`src/rtl/piso_serializer.sv`:
```
// rtl/piso_serializer.sv - parallel-in serial-out transmitter with valid/ready load
// Optional even-parity trailer bit is enabled by defining PISO_PARITY_EN.
module piso_serializer #(
  parameter int WIDTH     = 8,
  parameter bit LSB_FIRST = 1'b1
) (
  input  logic             CLK,
  input  logic             rst,
  input  logic             load_valid,
  input  logic [WIDTH-1:0] PI,
  output logic             load_ready,
  output logic             sout,
  output logic             sout_valid,
  output logic             done
);

  localparam int CW = (WIDTH > 1) ? $clog2(WIDTH) : 1;
  localparam logic [CW-1:0] LAST_CNT = CW'(WIDTH - 1);

`ifdef PISO_PARITY_EN
  typedef enum logic [1:0] {IDLE, SHIFT, PARITY} state_e;
`else
  typedef enum logic [1:0] {IDLE, SHIFT} state_e;
`endif

  state_e           state_q, state_d;
  logic [WIDTH-1:0] shreg_q, shreg_d;
  logic [CW-1:0]    cnt_q, cnt_d;
`ifdef PISO_PARITY_EN
  logic             parity_q, parity_d;
`endif

  logic             out_bit;
  logic [WIDTH-1:0] shifted;
  logic             last_bit;

  // The output end is bit 0 for LSB-first and bit WIDTH-1 otherwise; zeros enter the far end.
  assign out_bit  = LSB_FIRST ? shreg_q[0] : shreg_q[WIDTH-1];
  assign shifted  = LSB_FIRST ? {1'b0, shreg_q[WIDTH-1:1]} : {shreg_q[WIDTH-2:0], 1'b0};
  assign last_bit = (cnt_q == LAST_CNT);

  always_ff @(posedge CLK or posedge rst) begin
    if (rst) begin
      state_q  <= IDLE;
      shreg_q  <= '0;
      cnt_q    <= '0;
`ifdef PISO_PARITY_EN
      parity_q <= 1'b0;
`endif
    end else begin
      state_q  <= state_d;
      shreg_q  <= shreg_d;
      cnt_q    <= cnt_d;
`ifdef PISO_PARITY_EN
      parity_q <= parity_d;
`endif
    end
  end

  always_comb begin
    state_d    = state_q;
    shreg_d    = shreg_q;
    cnt_d      = cnt_q;
`ifdef PISO_PARITY_EN
    parity_d   = parity_q;
`endif
    load_ready = 1'b0;
    sout       = 1'b0;
    sout_valid = 1'b0;
    done       = 1'b0;

    case (state_q)
      IDLE: begin
        load_ready = 1'b1;
        if (load_valid) begin
          state_d  = SHIFT;
          shreg_d  = PI;
          cnt_d    = '0;
`ifdef PISO_PARITY_EN
          parity_d = ^PI;
`endif
        end
      end

      SHIFT: begin
        sout_valid = 1'b1;
        sout       = out_bit;
        shreg_d    = shifted;
        cnt_d      = cnt_q + 1'b1;
        if (last_bit) begin
          cnt_d = '0;
`ifdef PISO_PARITY_EN
          state_d = PARITY;
`else
          done       = 1'b1;
          load_ready = 1'b1;
          if (load_valid) begin
            shreg_d = PI;
          end else begin
            state_d = IDLE;
          end
`endif
        end
      end

`ifdef PISO_PARITY_EN
      PARITY: begin
        sout_valid = 1'b1;
        sout       = parity_q;
        done       = 1'b1;
        load_ready = 1'b1;
        cnt_d      = '0;
        if (load_valid) begin
          state_d  = SHIFT;
          shreg_d  = PI;
          parity_d = ^PI;
        end else begin
          state_d  = IDLE;
          shreg_d  = '0;
        end
      end
`endif

      default: begin
        state_d = IDLE;
        shreg_d = '0;
        cnt_d   = '0;
      end
    endcase
  end

endmodule

```
`config.mk`:
```
export PLATFORM = sky130hd
export DESIGN_NAME = piso_serializer
export DESIGN_NICKNAME = d
export VERILOG_FILES = /design/src/rtl/piso_serializer.sv
export SDC_FILE = /design/constraint.sdc
export NUM_CORES = 1
export LEC_CHECK = 0
export BUFFER_PORTS_ARGS = -buffer_cell sky130_fd_sc_hd__buf_2
export CORE_MARGIN = 5
export CORE_UTILIZATION = 30
export CTS_CLUSTER_SIZE = 8
export DETAILED_ROUTE_END_ITERATION = 10
export PLACE_DENSITY_LB_ADDON = 0.1
export SYNTH_ARGS = -nofsm -noshare
export SYNTH_HDL_FRONTEND = slang
export SYNTH_SLANG_ARGS = --single-unit
```
`constraint.sdc`:
```
create_clock -name CLK -period 2.4 [get_ports CLK]
set_input_delay 0.12 -clock CLK [delete_from_list [all_inputs] [get_ports CLK]]
set_output_delay 0.12 -clock CLK [all_outputs]
set_load 0.05 [all_outputs]
```
* After elaboration in Yosys (flattened, before gate mapping)
Cells that the tools add are included.
** Word-level totals
- Bits in registers :: 13
- Input port bits :: 11
- Output and inout bits :: 4
- Word-level logic and storage cells :: 27
** Operators by class
- Add/subtract/negate cells :: 1
- Eq/ne operators :: 5
- Mux-type cells :: 16
- Reductions and logical operators :: 2
** Operators with widths (count)
- $mux W8 :: 3
- $pmux W8 S2 :: 1
- $mux W2 :: 3
- $mux W3 :: 2
- $ne A2 B2 Y1 const B :: 3
- $pmux W3 S2 :: 1
- $mux W1 :: 4
- $pmux W2 S2 :: 1
- $add A3 B1 Y3 const B :: 1
- $eq A3 B3 Y1 const B :: 1
- $reduce_and A3 Y1 :: 1
- $eq A2 B1 Y1 const B :: 1
- $logic_not A2 Y1 :: 1
- $pmux W1 S2 :: 1

* Depth between registers and ports, before layout
Gate-level depths: netlist (run 1).
- Depth in word-level cells :: 3
- Gate-level depth with buffers :: 5
- Mapped depth without buffers :: 5

* Worst setup path after synthesis (run 1)
OpenSTA, ideal clock, no wires.
- Path kind :: flip-flop to output port
- Start :: register state_q[0]
- End :: output sout
- Arrival :: 1.381 ns
- Data required time :: 2.280 ns
- Path slack :: 0.899 ns
- Cell stages (with the launch flop) :: 4
- Path buffers :: 2
- Cell sequence :: dfrtp_1 buf_4 buf_6 and2_1
** On the way
- Word-level cells in the longest chain between the ends :: 2
** Ends and longest elaborated chain
- start: declaration :: RTL line 26 : state_e state_q, state_d;
- start signal: assignment :: RTL line 51 : state_q <= state_d;
- $eq A2 B1 Y1 :: RTL line 72 : case (state_q)
- $mux W1 :: RTL line 72
- end: declaration :: RTL line 12 : output logic sout,
Every way passes these cells.

* Worst setup path after layout (run 1)
- Start :: register cnt_q[0]
- End :: output load_ready
** On the way
- Word-level cells in the longest chain between the ends :: 3
** Ends and longest elaborated chain
- start: declaration :: RTL line 28 : logic [CW-1:0] cnt_q, cnt_d;
- start signal: assignment :: RTL line 53 : cnt_q <= cnt_d;
- $eq A3 B3 Y1 :: RTL line 40 : assign last_bit = (cnt_q == LAST_CNT);
- $mux W1 :: RTL line 90 : if (last_bit) begin
- $pmux W1 S2 :: RTL line 72
- end: declaration :: RTL line 11 : output logic load_ready,
Every way passes these cells.

==> results.sh, run 1 <==
export IMPL_startpoint_type="register"
export IMPL_r2r_slack_ns=1.02
export IMPL_clock_latency_ns=0.26
export IMPL_synth_fp_nets=79
export IMPL_numCtsBuffers=3
export IMPL_fp_dieW_um=57.2
export IMPL_syn_avg_cell_area_um2=10.3
export IMPL_holdPathEnd="shreg_q[3]"
export IMPL_tightest_slew_ns=0.547
export IMPL_synth_top_area_frac=0.449
export IMPL_layout_commonest_cell="buf_2"
export IMPL_die_y_um=57.2
export IMPL_ctsResizeCount=0
export IMPL_grt_max_degree=23
export IMPL_gp_congestion=0.718
export IMPL_ioPinCount=15
export IMPL_yosys_register_bits=12
export IMPL_p_per_area_nw_per_um2=1170
export IMPL_dr_total_vias=497
export IMPL_num_rows=17
export IMPL_cpMostUsedCell="ha_1"
export IMPL_critPathSlowestCell="dfrtp_1"
export IMPL_finalPower_uw=898
export IMPL_synthesis_area_um2=668
export IMPL_worstReg2RegStart="cnt_q[0]"
export IMPL_critical_path_arrival_ns=1.50
export IMPL_hpwlAfterDp_um=934
export IMPL_fin_skew_ns=0.00407
export IMPL_yosys_warnings=0
export IMPL_drtIter0Drc=4
export IMPL_synth_area_leader_cell="dfrtp_1"
export IMPL_wl_per_cell_um=12.5
export IMPL_worstSetupEndpointType="output pin"
export IMPL_drive_above_1_share=0.278
export IMPL_max_slew_margin=0.636
export IMPL_final_cell_mix="14 x buf_2, 12 x dfrtp_1, 8 x nor2_1, 7 x a211oi_1, 7 x o22ai_1"
export IMPL_cp_required_ns=2.28
export IMPL_leakage_uw=0.000366
export IMPL_whs_path_depth=3
export IMPL_antenna_found_initial=0
export IMPL_layout_setup_ws_ns=0.779
export IMPL_status="completed"
export IMPL_hold_viol_final=0
export IMPL_path_cells="ha_1, ha_1, nand2b_1, buf_2"
export IMPL_area_growth_pct=14.4
export IMPL_grt_usage=0.0965
export IMPL_initial_core_util=0.308
export IMPL_r2r_end="shreg_q[0]"
export IMPL_vdd_drop_max_v=0.000428
export IMPL_cts_max_level=1
export IMPL_grt_pass1_wl_mm=2.44
export IMPL_max_stage_delay_ns=0.39
export IMPL_final_nets=95
export IMPL_ys_seq_area_frac=0.449
export IMPL_setup_viol_count_final=0
export IMPL_core_area_um2=2170
export IMPL_rsz0062_at_grt="no"
export IMPL_via_per_inst=4.64
export IMPL_grt_overflow_total=0
export IMPL_yosys_top_cells_area="dfrtp_1 45%, a211oi_1 7.9%, o22ai_1 6.6%, ha_1 5.6%, buf_6 5.1%"
export IMPL_max_cap_viol_count=0
export IMPL_fin_util=0.352
export IMPL_wl_mm=1.34
export IMPL_dr_pass1_iters=2
export IMPL_cts_buffer_depth=2
export IMPL_drtAntennaViolNets=0
export IMPL_grt_pass1_vias=544
export IMPL_r2r_cells=5
export IMPL_drcViolationCount=0
export IMPL_cp_max_fo=3
export IMPL_io_buffers=14
export IMPL_fillers=236
export IMPL_dp_slack_ns=1.02
export IMPL_max_freq_mhz=617
export IMPL_path_class="register to output pin"
export IMPL_hold_path_class="input pin to register"
export IMPL_clkTransAtPathRegs_ns=0.07
export IMPL_cts_tree="built"
export IMPL_synth_distinct_cells=20
export IMPL_period_share=0.675
export IMPL_finalSetupTns_ns=0
export IMPL_clockRootBuffer="clkbuf_4"
export IMPL_synthCells=65
export IMPL_report_final_slew_viol_count=0
export IMPL_antenna_diode_count=0
export IMPL_cts_sinks=12
export IMPL_die_area_um2=3270
export IMPL_hold_path_startpoint="PI[3]"
export IMPL_layout_min_cycle_time_ns=1.62
==> metrics by stage <==
stage | cells | area [um2] | hold WS (ns)
after floorplan | 65 | 668 | -0.0153
after global placement | 103 | 732 | 0.172
after detailed placement | 103 | 732 | 0.166
after CTS | 107 | 764 | 0.119
after global routing | 107 | 764 | 0.124
final | 107 | 764 | 0.131
==> worst max-delay path, delay by kind of cell, from the launching register on <==
family | cells | cell delay [ns]
DFF | 1 | 0.39
and+or+nand+nor | 1 | 0.18
buffers and inverters | 1 | 0.25
adders and majority gates | 2 | 0.43
==> how the worst max path moves through the flow <==
stage               slack [ns]        from    endpoint  cells after the start
global route              0.68    cnt_q[0]  load_ready                      4
global placement          1.03    cnt_q[0]  shreg_q[6]                      5
floorplan                 0.90  state_q[0]        sout                      3
finish                    0.78    cnt_q[0]  load_ready                      4
detailed placement        1.02    cnt_q[0]  shreg_q[5]                      5
CTS                       0.76    cnt_q[0]  load_ready                      4
==> timing repair <==
| action | 4_1_cts | 5_1_grt |
|---|---|---|
| hold buffers | 1 | 0 |
| hold endpoints to repair | 12 | 0 |
| setup buffers | 0 | 0 |
==> cell usage after synthesis, drive strengths merged <==
master   n
dfrtp   12
nand2    2
nor2     8
nand2b   3
o32ai    1
mux2i    1
inv      3
a21bo    1
nand3    1
buf      4
nor2b    4
a211oi   7
mux2     1
ha       3
and2b    3
o21ai    2
and2     2
o22ai    7
==> layout make-up <==
class / count / area (um2) / share of cell area
clock buffer: 3 / 22.5 / 0.0295
tap: 28 / 35.0 / 0.0458
sequential: 12 / 300 / 0.393
timing repair buffer: 15 / 80.1 / 0.105
multi-input combinational: 46 / 315 / 0.412
inverter: 3 / 11.3 / 0.0147
==> per-layer routing <==
| metal | vias to the layer above | share of wire | global-route usage |
|---|---|---|---|
| li1 | 261 | - | - |
| met1 | 225 | 0.47 | 0.120 |
| met2 | 9 | 0.47 | 0.150 |
| met3 | 2 | 0.052 | 0.0430 |
| met4 | 0 | 0.010 | 0.0298 |
| met5 | - | 0 | 0 |
==> state kept, by name, indices dropped and copies added (netlist names) <==
register and count:
cnt_q 3, shreg_q 8, state_q 1
==> logic make-up (layout without fill, tap and decap cells) <==
| family | after synthesis | after routing | synth area share |
|---|---|---|---|
| and+or+nand+nor | 23 | 23 | 0.187 |
| AOI/OAI and AO/OA | 18 | 18 | 0.197 |
| DFF | 12 | 12 | 0.449 |
| buffers and inverters | 7 | 21 | 0.0787 |
| adders and majority gates | 3 | 3 | 0.0562 |
| muxes | 2 | 2 | 0.0318 |
==> report_power, final <==
part           total (uW)  switching [uW]  internal, uW
clock                 117            59.5          57.9
combinational         423             251           172
sequential            357            65.2           292
total                 898             376           522
Power figures use the tool's default switching activity.
==> run 2, diff against run 1 <==
- clock period: 2.4 -> 1.5 ns (I/O delays scaled with it)
==> run 2 against run 1 <==
Against the previous run:
- clock skew is 0.0021 ns lower
- critical path type unchanged
- sequential share of layout area is 2.8 points lower
- hold slack worse by 0.066 ns
==> results.sh, run 2 (synthesis gave the netlist of run 1 again) <==
export IMPL_status="completed"
export IMPL_hpwlAfterDp_mm=1.00
export IMPL_cts_max_level=1
export IMPL_use_met3=0.0226
export IMPL_max_cap_viol_count=0
export IMPL_startpoint_type="register"
export IMPL_clkTransAtPathRegs_ns=0.08
export IMPL_max_slew_margin=0.678
export IMPL_antenna_diode_count=0
export IMPL_path_class="register to output pin"
export IMPL_path_buf_inv=1
export IMPL_p_sw_uw=646
export IMPL_final_cell_mix="12 x buf_2, 11 x dfrtp_1, 8 x nor2_1, 7 x a211oi_1, 7 x o22ai_1"
export IMPL_max_stage_delay_ns=0.39
export IMPL_initial_core_util=0.308
export IMPL_layout_commonest_cell="buf_2"
export IMPL_hold_path_startpoint="PI[7]"
export IMPL_dpl_cell_area_um2=739
export IMPL_num_rows=17
export IMPL_core_area_um2=2170
export IMPL_holdPathEnd="shreg_q[7]"
export IMPL_drcViolationCount=0
export IMPL_cpMostUsedCell="ha_2"
export IMPL_dr_total_vias=511
export IMPL_busiest_layer="met2"
export IMPL_cts_sinks=12
export IMPL_vdd_drop_max_v=0.000741
export IMPL_hold_slack_ns=0.0648
export IMPL_grt_pass1_vias=542
export IMPL_hold_viol_final=0
export IMPL_comb_power_share=0.487
export IMPL_path_cells="ha_2, ha_2, and2_1, buf_6"
export IMPL_leakage_uw=0.000381
export IMPL_worstSetupEndpointType="output pin"
export IMPL_r2r_slack_ns=0.18
export IMPL_period_share=0.952
export IMPL_final_nets=97
export IMPL_cts_buffer_depth=2
export IMPL_cp_required_ns=1.42
export IMPL_clock_latency_ns=0.27
export IMPL_dr_pass1_iters=3
export IMPL_drive_above_1_share=0.366
export IMPL_dp_cells=104
export IMPL_wl_mm=1.42
export IMPL_seq_power_share=0.354
export IMPL_grt_max_degree=23
export IMPL_io_buffers=14
export IMPL_fin_skew_ns=0.00199
export IMPL_r2r_end="shreg_q[6]"
export IMPL_p_int_uw=975
export IMPL_rsz0062_at_grt="no"
export IMPL_p_per_area_nw_per_um2=1960
export IMPL_gp_congestion=0.695
export IMPL_whs_path_depth=3
export IMPL_worstReg2RegStart="cnt_q[0]"
export IMPL_report_final_slew_viol_count=0
export IMPL_numCtsBuffers=3
export IMPL_sw_frac_of_total=0.399
export IMPL_cts_tree="built"
export IMPL_area_growth_pct=23.6
export IMPL_tightest_slew_ns=0.482
export IMPL_regMostFlops="shreg_q"
export IMPL_via_per_inst=4.65
export IMPL_critPathSlowestCell="dfrtp_1"
export IMPL_die_y_um=57.2
export IMPL_max_freq_mhz=700
export IMPL_die_area_um2=3270
export IMPL_grt_overflow_total=0
export IMPL_crit_family="flip-flops"
export IMPL_setup_viol_count_final=0
export IMPL_largest_reg_flops=8
export IMPL_pwr_share_clk=0.160
export IMPL_hold_path_class="input pin to register"
export IMPL_final_cells=110
export IMPL_cp_max_fo=3
export IMPL_critical_path_arrival_ns=1.35
export IMPL_antenna_found_initial=0
export IMPL_reg_top3="shreg_q: 8 flops, cnt_q: 3 flops, state_q: 1 flops"
export IMPL_drtIter0Drc=6
export IMPL_fin_area_um2=826
export IMPL_finalSetupTns_ns=0
export IMPL_drtAntennaViolNets=0
export IMPL_grtUsageMet1=0.124
export IMPL_wl_per_cell_um=12.9
export IMPL_grtUsageMet2=0.150
export IMPL_fp_dieW_um=57.2
export IMPL_grt_pass1_wl_mm=2.46
export IMPL_grt_usage=0.0979
export IMPL_layout_min_cycle_time_ns=1.43
export IMPL_clockRootBuffer="clkbuf_4"
export IMPL_r2r_cells=5
export IMPL_ioPinCount=15
[run 2: final cells by class]
class	instances	area [um2]
Tap cell	28	35.0
Sequential cell	12	302
Inverter	3	11.3
Clock buffer	4	36.3
Timing Repair Buffer	17	111
Multi-Input combinational cell	46	330
Fill cell	242	1340
[run 2: routing by layer]
layer  wire length (um)  vias up  part of all wire
li1                   -      265                 -
met4                 17        0             0.012
met1                715      237              0.50
met3                 48        2             0.034
met5                  0        -                 0
met2                639        7              0.45
[run 2: how the worst max path moves through the flow]
stage	start	end	slack, ns	cells after the start
6_report	cnt_q[0]	done	0.07	4
5_1_grt	cnt_q[0]	done	0.003	4
4_1_cts	cnt_q[1]	load_ready	0.009	4
3_5_place_dp	cnt_q[0]	shreg_q[6]	0.11	5
3_3_place_gp	cnt_q[0]	shreg_q[6]	0.13	5
2_1_floorplan	state_q[0]	cnt_q[1]	0.02	3
[run 2: tightest hold or removal path: stages]
cell,delay (ns)
buf_2,0.09
nand3_1,0.06
o21ai_0,0.07
[run 2: what timing repair did]
item | in CTS | in global routing
endpoints found under the hold margin | 12 | 0
hold buffers | 1 | 0
gates resized for setup | 8 | 2
buffers inserted | 1 | 0
setup endpoints to repair | 2 | 3
[run 2: power by group through the flow]
| stage | clock (uW) | combinational, uW | sequential (uW) |
|---|---|---|---|
| detailed placement | 0 | 708 | 575 |
| global route | 284 | 886 | 593 |
| finish | 259 | 789 | 573 |
| CTS | 276 | 799 | 571 |
| floorplan | 0 | 581 | 553 |
| global placement | 0 | 698 | 574 |
[run 2: through the flow]
step	setup slack [ns]	utilization	total power, uW
after floorplan	0.0203	-	1130
after global placement	0.131	0.341	1270
after detailed placement	0.109	0.341	1280
after CTS	0.00928	0.379	1650
after global routing	0.00342	0.381	1760
final	0.0715	0.381	1620
